[src/rtl/sec_display_driver.sv]
// Seconds display driver: BCD split, two-digit 7-segment scan,
// ring pulse stretcher with display blink while the buzzer sounds.
module sec_display_driver #(
    parameter int SCAN_DIV  = 4,
    parameter int BLINK_DIV = 2,
    parameter int RING_HOLD = 16
) (
    input  logic       clk,
    input  logic       reset,
    input  logic [5:0] sec,
    input  logic       ring,
    output logic [6:0] seg,
    output logic [1:0] an,
    output logic       buzzer
);

    localparam int SW = $clog2(SCAN_DIV);
    localparam int BW = (BLINK_DIV > 1) ? $clog2(BLINK_DIV) : 1;
    localparam int HW = $clog2(RING_HOLD + 1);

    localparam logic [SW-1:0] SCAN_LAST  = SW'(SCAN_DIV - 1);
    localparam logic [BW-1:0] BLINK_LAST = BW'(BLINK_DIV - 1);
    localparam logic [HW-1:0] HOLD_LOAD  = HW'(RING_HOLD);

    localparam logic [6:0] SEG_DASH  = 7'h40;
    localparam logic [6:0] SEG_BLANK = 7'h00;

    logic [5:0]    r_sec_q;
    logic          r_ring_q;
    logic          r_ring_d;
    logic [SW-1:0] r_scan_cnt;
    logic          r_dig_sel;
    logic [HW-1:0] r_hold_cnt;
    logic [BW-1:0] r_blink_cnt;
    logic          r_blink_on;
    logic [6:0]    r_seg;
    logic [1:0]    r_an;
    logic          r_buzzer;

    logic [5:0] w_tens_bin;
    logic [5:0] w_ones_bin;
    logic [6:0] w_ones_seg;
    logic [6:0] w_tens_seg;
    logic       w_scan_wrap;
    logic       w_trig;
    logic       w_hold_nz;

    function automatic logic [6:0] seg7(input logic [5:0] d);
        logic [6:0] s;
        case (d)
            6'd0:    s = 7'h3F;
            6'd1:    s = 7'h06;
            6'd2:    s = 7'h5B;
            6'd3:    s = 7'h4F;
            6'd4:    s = 7'h66;
            6'd5:    s = 7'h6D;
            6'd6:    s = 7'h7D;
            6'd7:    s = 7'h07;
            6'd8:    s = 7'h7F;
            6'd9:    s = 7'h6F;
            default: s = SEG_DASH;
        endcase
        return s;
    endfunction

    assign w_tens_bin  = r_sec_q / 6'd10;
    assign w_ones_bin  = r_sec_q % 6'd10;
    assign w_scan_wrap = (r_scan_cnt == SCAN_LAST);
    assign w_trig      = r_ring_q & ~r_ring_d;
    assign w_hold_nz   = (r_hold_cnt != '0);

    // Out-of-range seconds show dashes; a zero tens digit is blanked.
    always_comb begin
        w_ones_seg = SEG_DASH;
        w_tens_seg = SEG_DASH;
        if (r_sec_q <= 6'd59) begin
            w_ones_seg = seg7(w_ones_bin);
            w_tens_seg = (r_sec_q < 6'd10) ? SEG_BLANK : seg7(w_tens_bin);
        end
    end

    always_ff @(posedge clk or posedge reset) begin
        if (reset) begin
            r_sec_q  <= '0;
            r_ring_q <= 1'b0;
            r_ring_d <= 1'b0;
        end else begin
            r_sec_q  <= sec;
            r_ring_q <= ring;
            r_ring_d <= r_ring_q;
        end
    end

    always_ff @(posedge clk or posedge reset) begin
        if (reset) begin
            r_scan_cnt <= '0;
            r_dig_sel  <= 1'b0;
        end else begin
            if (w_scan_wrap) begin
                r_scan_cnt <= '0;
                r_dig_sel  <= ~r_dig_sel;
            end else begin
                r_scan_cnt <= r_scan_cnt + SW'(1);
            end
        end
    end

    // A new ring edge always reloads, so back-to-back rings merge.
    always_ff @(posedge clk or posedge reset) begin
        if (reset) begin
            r_hold_cnt <= '0;
            r_buzzer   <= 1'b0;
        end else begin
            if (w_trig) begin
                r_hold_cnt <= HOLD_LOAD;
            end else if (w_hold_nz) begin
                r_hold_cnt <= r_hold_cnt - HW'(1);
            end
            r_buzzer <= w_hold_nz;
        end
    end

    always_ff @(posedge clk or posedge reset) begin
        if (reset) begin
            r_blink_cnt <= '0;
            r_blink_on  <= 1'b1;
        end else begin
            if (w_trig) begin
                r_blink_cnt <= '0;
                r_blink_on  <= 1'b1;
            end else if (w_hold_nz) begin
                if (w_scan_wrap) begin
                    if (r_blink_cnt == BLINK_LAST) begin
                        r_blink_cnt <= '0;
                        r_blink_on  <= ~r_blink_on;
                    end else begin
                        r_blink_cnt <= r_blink_cnt + BW'(1);
                    end
                end
            end else begin
                r_blink_cnt <= '0;
                r_blink_on  <= 1'b1;
            end
        end
    end

    always_ff @(posedge clk or posedge reset) begin
        if (reset) begin
            r_seg <= '0;
            r_an  <= 2'b00;
        end else begin
            r_seg <= r_dig_sel ? w_tens_seg : w_ones_seg;
            if (!r_blink_on) begin
                r_an <= 2'b00;
            end else begin
                r_an <= r_dig_sel ? 2'b10 : 2'b01;
            end
        end
    end

    assign seg    = r_seg;
    assign an     = r_an;
    assign buzzer = r_buzzer;

endmodule

[config.mk]
export PLATFORM = sky130hd
export DESIGN_NAME = sec_display_driver
export DESIGN_NICKNAME = d
export VERILOG_FILES = /design/src/rtl/sec_display_driver.sv
export SDC_FILE = /design/constraint.sdc
export NUM_CORES = 1
export LEC_CHECK = 0
export CELL_PAD_IN_SITES_DETAIL_PLACEMENT = 1
export CELL_PAD_IN_SITES_GLOBAL_PLACEMENT = 2
export CORE_MARGIN = 10
export CORE_UTILIZATION = 34
export DETAILED_ROUTE_END_ITERATION = 8
export MAX_ROUTING_LAYER = met4
export PLACE_DENSITY = 0.75
export SLEW_MARGIN = 10
export SYNTH_ARGS = -nofsm -noshare
export SYNTH_HDL_FRONTEND = slang
export SYNTH_SLANG_ARGS = --single-unit
[constraint.sdc]
create_clock -name clk -period 2.6 [get_ports clk]
set_input_delay 0.52 -clock clk [delete_from_list [all_inputs] [get_ports clk]]
set_output_delay 0.52 -clock clk [all_outputs]
set_load 0.05 [all_outputs]
== After elaboration in Yosys (flattened, before gate mapping) ==
Memories as Yosys holds them, arrays and structs flattened.
Cells that the tools add are included.

* $add $sub $neg: 3
* $mul: 0
* Divide/modulo/power cells: 2
* Magnitude comparators: 2
* Equal/unequal tests: 3
* Shift-type cells: 0
* Muxes and demuxes: 19
* Bitwise gates (word level): 4
* Reduce and logical (&&, ||, !) cells: 5

{| class="wikitable"
|+ Operator list
! operator !! count
|-
| two-way mux 7 bit || 6
|-
| two-way mux 5 bit || 2
|-
| two-way mux 1 bit || 8
|-
| divider 6 x 4 -> 6 bit (second input constant) || 1
|-
| less-or-equal comparator 6 bit (second input constant) || 1
|-
| less-than comparator 6 x 4 -> 1 bit (second input constant) || 1
|-
| modulo 6 x 4 -> 6 bit (second input constant) || 1
|-
| two-way mux 2 bit || 3
|-
| != test 3 bit (second input constant) || 2
|-
| nonzero test 5 bit || 1
|-
| subtractor 5 x 1 -> 5 bit (second input constant) || 1
|-
| logical NOT 2 bit || 2
|-
| inverter 1 bit || 3
|-
| adder 2 x 1 -> 2 bit (second input constant) || 1
|-
| == test 2 bit (second input constant) || 1
|-
| AND reduction 2 bit || 1
|-
| nonzero test 2 bit || 1
|-
| adder 1 bit (second input constant) || 1
|-
| bitwise AND 1 bit || 1
|}

* Bits in registers: 28
* Bits in latches: 0
* RAM bits: 0
* Memory bits (read-only): 224
* Input port bits: 9
* Output and inout bits: 10
* Word-level logic and storage cells: 51
* Memories kept: 2

{| class="wikitable"
|+ Memory list
! memory !! words !! bits a word !! read ports !! clocked after Yosys merged registers in !! write ports !! line !! text
|-
| (name not given) || 16 || 7 || 1 || 0 || 0 || 50 || <nowiki>case (d)</nowiki>
|-
| (name not given) || 16 || 7 || 1 || 0 || 0 || 50 ||
|}

== Longest topological paths before layout ==
* Word-level depth: 6
* Mapped depth: 12
* Gate-level depth less buffers: 10

== Worst setup path after synthesis ==
No wires, ideal clock.

* Path type: reg2reg
* From: reg r_sec_q[4]
* To: reg r_seg[6], in the netlist seg[6]
* Library setup time: 0.073 ns
* Arrival time: 2.079 ns
* Data required time: 2.527 ns
* Path slack: 0.449 ns
* Cell stages (with the launch flop): 12
* Period minus slack after synthesis: 2.151 ns
* Cells stage by stage: dfrtp_1 -> buf_6 -> nor2b_1 -> xnor2_1 -> nor3_1 -> a311o_1 -> ha_1 -> o21ai_0 -> a21oi_1 -> o221ai_1 -> o2111ai_1 -> nand4_1

* Word-level cells in the longest chain between the ends: 6
* Elaborated cells between the ends (all ways): 14
* Those cells by class: div: 2; order compare: 2; mux: 6; reduce/logical: 2; memory: 2

{| class="wikitable"
|+ Ends and longest elaborated chain
! what !! line !! text
|-
| start, declared || 28 || <nowiki>logic [5:0] r_sec_q;</nowiki>
|-
| start signal, assigned || 84 || <nowiki>r_sec_q <= '0;</nowiki>
|-
| start signal, assigned || 88 || <nowiki>r_sec_q <= sec;</nowiki>
|-
| divider 6 x 4 -> 6 bit || 66 || <nowiki>assign w_tens_bin = r_sec_q / 6'd10;</nowiki>
|-
| memory read (16 x 7 bit) / logical NOT 2 bit (equally long branches) || - ||
|-
| two-way mux 7 bit || 50 ||
|-
| two-way mux 7 bit || 78 || <nowiki>w_tens_seg = (r_sec_q < 6'd10) ? SEG_BLANK : seg7(w_tens_bin);</nowiki>
|-
| two-way mux 7 bit || 76 || <nowiki>if (r_sec_q <= 6'd59) begin</nowiki>
|-
| two-way mux 7 bit (*) || 152 || <nowiki>r_seg <= r_dig_sel ? w_tens_seg : w_ones_seg;</nowiki>
|-
| end signal, assigned || 152 ||
|-
| end, declared || 36 || <nowiki>logic [6:0] r_seg;</nowiki>
|}

Every way passes the cells marked *; elsewhere a longest branch is shown, timed or not.
A chain may end at the register's enable or synchronous reset.

== Worst setup path after layout ==
* From: reg r_sec_q[2]
* To: reg r_seg[3], in the netlist seg[3]

Same word-level chain as after synthesis.

==> reports/summary.txt <==
========================================================================================
End point of the critical path                                              seg[3]$_DFF_PP0_
Routability-driven placement congestion ratio                                      0.865
Pre-Repair DR Iteration Count                                                          4
Count of placed standard cells in the final layout, fillers left out                 268
Vias per std cell                                                                   4.89
Final clock period utilization by the worst path                                   88.5%
Maximum cell stage delay along the critical path                                  430 ps
Power Dens Cells                                                             707 nW/um^2
R2r startpoint                                                              r_sec_q[2]$_DFF_PP0_
Detail Route Antenna Nets                                                              0
CP most frequent cell                                                             nor2_1
Post-Route Skew                                                                  3.26 ps
Highest net fanout along the worst path                                               11
Layout cell share with drive strength beyond 1                                     9.45%
Final TNS setup                                                                     0 ps
Combinational fraction of design power                                             34.9%
Worst hold-check path type                                                    reg -> reg
Crit. End Element                                                              flip-flop
CTS HTree Levels                                                                       1
Area share of the leading cell type in the synthesized netlist                     40.6%
Transition time of the tightest slew-check pin                                    744 ps
Number of distinct library cells after synthesis                                      44
Hold Buf Count CTS                                                                     0
Worst voltage drop across the vdd grid                                        0.000439 V
Most used standard cell by instance count after synthesis                        dfrtp_1
Vias in the first global route                                                      1451
Number of antenna diodes                                                               0
Die width                                                                        90.0 um
Most numerous cell types in the synthesized netlist                         dfrtp_1 (27), nor2_1 (21), a21oi_1 (14), inv_1 (14), nand2_1 (12)
Required @ worst endpoint                                                        2770 ps
Die H                                                                            90.0 um
Synthesis warning total                                                                0
Final Hold Violating Endpoints                                                         0
Clock period minus worst slack                                                   2300 ps
Core area                                                                     4720 sq um
Routed via count                                                                    1311
Achievable frequency                                                           0.434 GHz
End of the worst register-to-register path                                  seg[3]$_DFF_PP0_
Synth area leader                                                                dfrtp_1
Clk pin slew, worst setup/hold paths                                              100 ps
Mean instance size in the synthesized netlist                                 9.14 sq um
Reg-to-reg setup timing slack                                                     300 ps
Seq pwr share                                                                      40.9%
Critical Path Slowest Stage Cell                                                 dfrtp_1
Starting DRT DRC Count                                                                53
Critical path type                                                            reg -> reg
Clk_lat worst skew                                                                270 ps
Total half-perimeter wirelength after legalization and detailed placement        3.13 mm
Worst rel slew slack                                                               49.6%
Leak pwr                                                                        0.861 nW
Crit path max-delay family                                                  compound AO/OA/AOI/OAI gates
Number of cells on the worst hold path                                                 0
Clk root buf                                                                    clkbuf_8
Switching power summed over all nets                                            0.478 mW
Power after layout                                                               1.41 mW
Count of boundary I/O pins                                                            19
Pin count of the biggest net entering global routing                                  29
Total clock buffers created by CTS                                                     3
Cell depth of the worst setup path                                                    11
Depth of the most critical reg-to-reg path                                            11
Status                                                                      complete, no violations
Switching Fraction                                                                 33.9%
Initial cell density of the core                                                   35.2%
Number of register bits inferred by synthesis                                         28
Main synth FF type                                                               dfrtp_1
Share of flip-flops with an asynchronous set or reset                               100%
Instance count after placement with tap cells included                               264
Post-Route WL                                                                    3.91 mm
First-pass GRT wire length                                                       6.78 mm
Most area-consuming cells after synthesis                                   dfrtp_1 (41%), ha_1 (8.3%), nor2_1 (4.7%)
Die area                                                                      8090 sq um
Layout net count                                                                     222
Proportion of synthesized chip area in sequential cells                            42.2%
RSZ-0062 raised after global routing                                               false
Kind of start point of the critical path                                       flip-flop
Ordered cell list for the critical path                                     buf_4, nor2_1, nand2_1, a211oi_1, a31o_2, ha_1, inv_1, nor2_1, a21oi_1, o21ai_0, and3_1
Per-cell routed wire length                                                      14.6 um
Worst setup path startpoint                                                 r_sec_q[2]$_DFF_PP0_
Global route total overflow                                                            0
Initial antenna violation count                                                        0
Post-Synthesis Cells                                                                 182
Std cell rows                                                                         25
Buf+Inv Stages, Crit Path                                                              2
Number of port buffers                                                                18
Utilization after layout                                                           42.2%
Relative contribution of the clock network to total power                          24.2%
Bufs on Longest Clock Path                                                             2
TritonCTS clock tree                                                                done
Data arrival at the endpoint of the critical path                                2470 ps
Number of synthesized flops with an enable pin                                         0
Number of sinks on the clock net                                                      28
Layout-stage area growth over the synthesis result                                 19.8%
Internal Power                                                                  0.932 mW
MaxCap Viol Count                                                                      0
Mapped Nets                                                                          202
Aggregate global-route resource usage                                              10.1%
Max-slew violation total from the final report                                         0
Mapped cell area                                                              1660 sq um
Postcts setup bufs                                                                     0
Remaining design rule violation count                                                  0
Number of setup violations in the final report                                         0
========================================================================================
power groups by stage:
| stage | combinational [mW] | clock, mW | sequential (mW) |
|---|---|---|---|
| 2_1_floorplan | 0.280 | 0 | 0.662 |
| 6_report | 0.493 | 0.341 | 0.577 |
| 3_5_place_dp | 0.501 | 0 | 0.587 |
| 4_1_cts | 0.503 | 0.355 | 0.577 |
| 5_1_grt | 0.555 | 0.379 | 0.590 |
| 3_3_place_gp | 0.481 | 0 | 0.581 |
logic make-up (layout without fill, tap and decap cells):
group | after synthesis | after routing | synth area share, %
DFF | 28 | 28 | 42.2
xor gates and xnor gates | 8 | 8 | 4.21
buffers and inverters | 25 | 44 | 7.37
AOI/OAI and AO/OA | 45 | 45 | 17.5
adders and majority gates | 11 | 11 | 8.27
muxes | 1 | 1 | 0.602
and+or+nand+nor | 64 | 64 | 19.8
worst register-to-register path, delay by kind of cell, from the launching register on:
kind	cells	cell delay (ps)
flip-flops	1	430
AO/OA/AOI/OAI	4	650
AND/OR/NAND/NOR	4	630
buffers and inverters	2	250
adder cells (fa/ha/maj)	1	240
worst min-delay path by stage:
stage	start	end	slack, ps
2_1_floorplan	r_ring_q$_DFF_PP0_	r_ring_d$_DFF_PP0_	350
3_3_place_gp	r_ring_q$_DFF_PP0_	r_ring_d$_DFF_PP0_	360
3_5_place_dp	r_ring_q$_DFF_PP0_	r_ring_d$_DFF_PP0_	360
4_1_cts	r_ring_q$_DFF_PP0_	r_ring_d$_DFF_PP0_	390
5_1_grt	r_ring_q$_DFF_PP0_	r_ring_d$_DFF_PP0_	410
6_report	r_ring_q$_DFF_PP0_	r_ring_d$_DFF_PP0_	390
what timing repair did:
action,CTS,global route
endpoints found under the hold margin,0,0
resized for setup,0,2
endpoints found under the setup margin,0,1
flip-flops by register name (all words and copies together), names as in the netlist:
name,count
buzzer,1
seg,7
r_ring_d,1
r_ring_q,1
r_dig_sel,1
r_blink_cnt,1
an,2
r_sec_q,6
r_blink_on,1
r_scan_cnt,2
r_hold_cnt,5
cells in the final DEF, fill, tap and decap left out, types with 3 or more instances in the layout:
cell type / instances
and2_1: 3
a21oi_1: 14
or3_1: 5
inv_1: 14
xnor2_1: 6
nor3_1: 3
ha_1: 10
nor2_1: 21
o21ai_0: 11
clkdlybuf4s50_1: 18
nand2b_1: 4
a31oi_1: 3
nor2b_1: 5
buf_4: 8
dfrtp_1: 27
nand2_1: 12
clkbuf_8: 3
layer usage:
layer	global-route usage [%]	vias to the layer above	share of wire, %
met5	-	-	0
met4	2.39	0	0.64
met3	1.33	2	1.2
met2	18.9	4	55
met1	11.1	644	43
li1	-	661	-
layout make-up:
| class | instances | area (sq um) |
|---|---|---|
| Clock buffer | 3 | 41.3 |
| Multi-Input combinational cell | 129 | 845 |
| Timing Repair Buffer | 26 | 240 |
| Clock inverter | 1 | 30.0 |
| Inverter | 14 | 52.6 |
| Tap cell | 67 | 83.8 |
| Fill cell | 562 | 2730 |
| Sequential cell | 28 | 702 |
stage by stage:
stage,setup WS (ps),area (sq um),hold WS (ps)
after floorplan,449,1660,347
after global placement,352,1920,359
after detailed placement,239,1920,360
after CTS,213,1990,393
after global routing,37.3,1990,410
final,298,1990,387
No activity file was read; power rests on OpenSTA's default activity.
